### src/rtl/alu_cmd_sequencer.sv
// Command sequencer for a single-cycle-settle ALU: accepts one command, issues registered
// operands, captures the result and holds it until downstream accepts, counting completions.
module alu_cmd_sequencer #(
   parameter int CNT_W = 8
) (
   input  logic             i_clk,
   input  logic             i_rst_n,
   input  logic             i_cmd_valid,
   output logic             o_cmd_ready,
   input  logic [3:0]       i_cmd_a,
   input  logic [3:0]       i_cmd_b,
   input  logic [2:0]       i_cmd_op,
   output logic [3:0]       o_alu_a,
   output logic [3:0]       o_alu_b,
   output logic [2:0]       o_alu_op,
   input  logic [5:0]       i_alu_out,
   input  logic             i_alu_ovf,
   input  logic             i_alu_z,
   output logic             o_res_valid,
   input  logic             i_res_ready,
   output logic [5:0]       o_res_data,
   output logic             o_res_ovf,
   output logic             o_res_zero,
   output logic             o_busy,
   input  logic             i_cnt_clr,
   output logic [CNT_W-1:0] o_cmd_count,
   output logic [CNT_W-1:0] o_ovf_count
);

   typedef enum logic [1:0] {
      IDLE    = 2'd0,
      ISSUE   = 2'd1,
      CAPTURE = 2'd2,
      HOLD    = 2'd3
   } state_t;

   state_t           r_state;
   state_t           w_next;
   logic             w_accept;
   logic             w_capture;
   logic             w_done;
   logic [3:0]       r_alu_a;
   logic [3:0]       r_alu_b;
   logic [2:0]       r_alu_op;
   logic [5:0]       r_res_data;
   logic             r_res_ovf;
   logic             r_res_zero;
   logic [CNT_W-1:0] r_cmd_count;
   logic [CNT_W-1:0] r_ovf_count;

   always_ff @(posedge i_clk or negedge i_rst_n) begin
      if (!i_rst_n) r_state <= IDLE;
      else          r_state <= w_next;
   end

   always_comb begin
      w_next    = r_state;
      w_accept  = 1'b0;
      w_capture = 1'b0;
      w_done    = 1'b0;
      case (r_state)
         IDLE: begin
            w_accept = i_cmd_valid;
            if (i_cmd_valid) w_next = ISSUE;
         end
         ISSUE:   w_next = CAPTURE;
         CAPTURE: begin
            w_capture = 1'b1;
            w_next    = HOLD;
         end
         HOLD: begin
            w_done = i_res_ready;
            if (i_res_ready) w_next = IDLE;
         end
         default: w_next = IDLE;
      endcase
   end

   // Operands stay put after the transfer so the ALU sees them through ISSUE and CAPTURE.
   always_ff @(posedge i_clk or negedge i_rst_n) begin
      if (!i_rst_n) begin
         r_alu_a  <= '0;
         r_alu_b  <= '0;
         r_alu_op <= '0;
      end else if (w_accept) begin
         r_alu_a  <= i_cmd_a;
         r_alu_b  <= i_cmd_b;
         r_alu_op <= i_cmd_op;
      end
   end

   always_ff @(posedge i_clk or negedge i_rst_n) begin
      if (!i_rst_n) begin
         r_res_data <= '0;
         r_res_ovf  <= 1'b0;
         r_res_zero <= 1'b0;
      end else if (w_capture) begin
         r_res_data <= i_alu_out;
         r_res_ovf  <= i_alu_ovf;
         r_res_zero <= i_alu_z;
      end
   end

   // Clear wins over a same-edge completion; both counters stick at all-ones.
   always_ff @(posedge i_clk or negedge i_rst_n) begin
      if (!i_rst_n) begin
         r_cmd_count <= '0;
         r_ovf_count <= '0;
      end else if (i_cnt_clr) begin
         r_cmd_count <= '0;
         r_ovf_count <= '0;
      end else if (w_done) begin
         if (!(&r_cmd_count))             r_cmd_count <= r_cmd_count + 1'b1;
         if (r_res_ovf && !(&r_ovf_count)) r_ovf_count <= r_ovf_count + 1'b1;
      end
   end

   assign o_cmd_ready = (r_state == IDLE);
   assign o_busy      = (r_state != IDLE);
   assign o_res_valid = (r_state == HOLD);
   assign o_alu_a     = r_alu_a;
   assign o_alu_b     = r_alu_b;
   assign o_alu_op    = r_alu_op;
   assign o_res_data  = r_res_data;
   assign o_res_ovf   = r_res_ovf;
   assign o_res_zero  = r_res_zero;
   assign o_cmd_count = r_cmd_count;
   assign o_ovf_count = r_ovf_count;

endmodule

### config.mk
export PLATFORM = sky130hd
export DESIGN_NAME = alu_cmd_sequencer
export DESIGN_NICKNAME = d
export VERILOG_FILES = /design/src/rtl/alu_cmd_sequencer.sv
export SDC_FILE = /design/constraint.sdc
export NUM_CORES = 1
export LEC_CHECK = 0
export ABC_AREA = 0
export CAP_MARGIN = 25
export CORE_UTILIZATION = 44
export CTS_BUF_LIST = sky130_fd_sc_hd__clkbuf_8 sky130_fd_sc_hd__clkbuf_16
export CTS_CLUSTER_DIAMETER = 120
export DETAILED_ROUTE_END_ITERATION = 8
export PLACE_DENSITY = 0.85
export SLEW_MARGIN = 40
export SYNTH_ARGS = -nofsm -noshare
export SYNTH_HDL_FRONTEND = slang
export SYNTH_SLANG_ARGS = --single-unit
### constraint.sdc
create_clock -name i_clk -period 2.2 [get_ports i_clk]
set_input_delay 0.22 -clock i_clk [delete_from_list [all_inputs] [get_ports i_clk]]
set_output_delay 0.22 -clock i_clk [all_outputs]
set_load 0.03 [all_outputs]
==> impl_metrics.toml, run 1 <==
[drt]
drc_errors = 0
drt.antenna.violating_nets = 0
highest_layer = "met4"
dr.pass1.iters = 4
wl_per_cell_um = 13.8
route.met2.wl_mm = 1.63
wl_met3_um = 329
via_per_inst = 5.23
drt-initial-drc-count = 55
routed_wl_mm = 3.53
wl_met1_mm = 1.53
num_vias = 1340

[synth]
synth_seq_area_share_pct = 54.5
synth_nets = 172
synthTopCellsByArea = "dfrtp_1 (54%), mux2_2 (13%), ha_1 (4.4%)"
synth_top_cell_area_share_pct = 54.5
synth_commonest_cells = "dfrtp_1 (37), mux2_2 (20), a21oi_1 (9), nor2_1 (9), nand3_1 (7)"
synth_area_per_cell_um2 = 12.0
yosysMostFrequentCell = "dfrtp_1"
yosysWarnings = 0
yosys_register_bits = 37
ys_async_sr_fraction_pct = 100
synth-edff-count = 0
synth-main-ff-cell = "dfrtp_1"
synthCells = 142
synth.largest_area_cell = "dfrtp_1"
syn_area_mm2 = 0.00170
ys_types = 30

[sta]
rsz0062_at_grt = "false"
setup_viol = 0
tns_ns = 0
finalCritPeriodShare_pct = 88.6
fin_skew_ns = 0.00960
hold_viol = 0
min_period_ns = 1.95
worst_slew_pin_slew_ns = 0.600
fmax_mhz = 513
maxSlewHeadroom_pct = 59.9
timing.final.ws_setup_ns = 0.251
maxSlewViolCount = 0

[clocking]
cts.htree.levels = 2
cts_root_buffer = "clkbuf_8"
tritoncts = "done"
cts_inserted_buffers = 5
post_cts_resized = 0
cts.sinks = 37
clk_latency_ns = 0.29
cts.path.max_buffers = 2
path_clk_slew_ns = 0.08

[power]
seqPwrFrac_pct = 33.7
switching_power_uw = 1150
clkPwrFrac_pct = 19.1
max-vdd-ir-drop_mv = 0.974
leakage_uw = 0.00103
cellInternalPower_uw = 1900
combPwrFrac_pct = 47.2
p_per_area_mw_per_mm2 = 1230
switching_share_pct = 37.6

[worst_setup_path]
crit_slowest_cell = "clkdlybuf4s50_1"
critPathMaxStageDelay_ns = 0.67
worstPathCellList = "inv_1 > ha_1 > inv_1 > clkdlybuf4s50_1"
cp_max_fo = 4
cp.required_ns = 1.98
crit_type = "flop to primary output"
cpMostUsedCell = "inv_1"
critPathArrivalTime_ns = 1.73
endpoint_kind = "primary output"
start_kind = "flop"

[grt]
antenna_found_initial = 0
grt_use_total_pct = 19.8
overflow = 0
grt_pass1_wl_mm = 6.03
grt_max_degree = 23
grt_pass1_vias = 1351

[floorplanning]
initial_core_util_pct = 46.1
io_pins = 62
die-area_mm2 = 0.00411
fp-row-count = 22
dieHeight_um = 64.1
fp.dieW_um = 64.1
core-area_mm2 = 0.00369

[layout]
syn_to_final_growth_pct = 45.7
n_antenna_cell = 0
drive_gt1_share_pct = 15.4
nets = 237

[status]
outcome = "finished, final reports clean"

[place]
port_buffers = 61
post-place-ws_ns = 0.250
routabilityCongestion = 0.798
dp_hpwl_mm = 2.58

[job]
timing.max_cap.violations = 0

[worst_hold_path]
hold_class = "input pin to asynchronous set/reset pin"
==> critical path, delay by kind of cell, from the launching register on <==
kind / cells / cell delay [ns]
buffers and inverters: 3 / 0.83
DFF: 1 / 0.40
adders and majority gates: 1 / 0.20
==> what timing repair did <==
item                                   CTS  global route
hold buffers                             1             0
endpoints found under the hold margin   15             0
buffers inserted                         0             0
==> metal layers <==
metal / track usage (%) / vias up
li1: - / 643
met1: 24.4 / 645
met2: 28.9 / 50
met3: 10.5 / 2
met4: 8.33 / 0
met5: 0 / -
==> stage by stage <==
step / util, % / cells / instance area [um2] / total power, uW / hold WS (ns)
floorplan: - / 142 / 1700 / 1900 / -0.0756
global placement: 63.1 / 246 / 2330 / 2450 / 0.366
CTS: 67.1 / 256 / 2480 / 3080 / 0.386
finish: 67.1 / 256 / 2480 / 3050 / 0.372
global route: 67.1 / 256 / 2480 / 3210 / 0.404
detailed placement: 63.8 / 247 / 2350 / 2480 / 0.175
==> cell families (layout without fill, tap and decap cells) <==
family	after synthesis	count (layout)	synth area share (%)
flops	37	37	54.5
compound gates	23	23	8.10
mux	22	22	14.4
buf+inv	10	76	3.31
xor+xnor	5	5	2.58
fa+ha+maj	6	6	4.42
simple gates	39	39	12.7
==> cell type report <==
class / instances / area [um2]
clock buffers: 5 / 68.8
clock inverters: 3 / 42.5
fillers: 285 / 1210
inverters: 5 / 18.8
multi-input cells: 95 / 717
flip-flops and latches: 37 / 926
well taps: 48 / 60.1
repair buffers: 63 / 643
==> power groups by stage <==
stage	registers [uW]	clock network (uW)	logic, uW
floorplan	1400	0	500
global placement	1020	0	1420
detailed placement	1040	0	1440
CTS	1030	596	1450
global route	1050	626	1520
finish	1030	584	1440
==> worst paths after layout <==
path / from / endpoint / slack (ns) / cells after the start
hold reg to reg: o_alu_a[2] / o_alu_a[2] / 0.51 / 1
min in group i_clk: o_alu_a[2] / o_alu_a[2] / 0.51 / 1
max in group asynchronous: i_rst_n / o_ovf_count[4] / 1.38 / 3
setup reg to reg: r_state[1] / o_ovf_count[4] / 0.35 / 5
setup / recovery: r_state[1] / o_busy / 0.25 / 4
hold / removal: i_rst_n / o_res_data[0] / 0.37 / 2
==> state kept, by name, indices dropped and copies added, names as in the netlist <==
register     count
o_ovf_count      8
o_alu_a          4
r_state          2
o_cmd_count      8
o_res_data       6
o_res_ovf        1
o_res_zero       1
o_alu_op         3
o_alu_b          4
==> cells in the final DEF (no fill, tap or decap), types with 6 or more instances in the layout <==
cell type	count
a21oi_1	9
clkdlybuf4s50_1	60
dfrtp_1	37
ha_1	6
inv_1	6
mux2_2	20
nand3_1	7
nor2_1	9
Note: power is estimated with default switching activity, not from simulation.
==> run 2, diff against run 1 <==
CAP_MARGIN = 20   (was 25)
==> results of run 2 <==
Same layout as run 1: the final DEF is identical, and so are final timing and power.
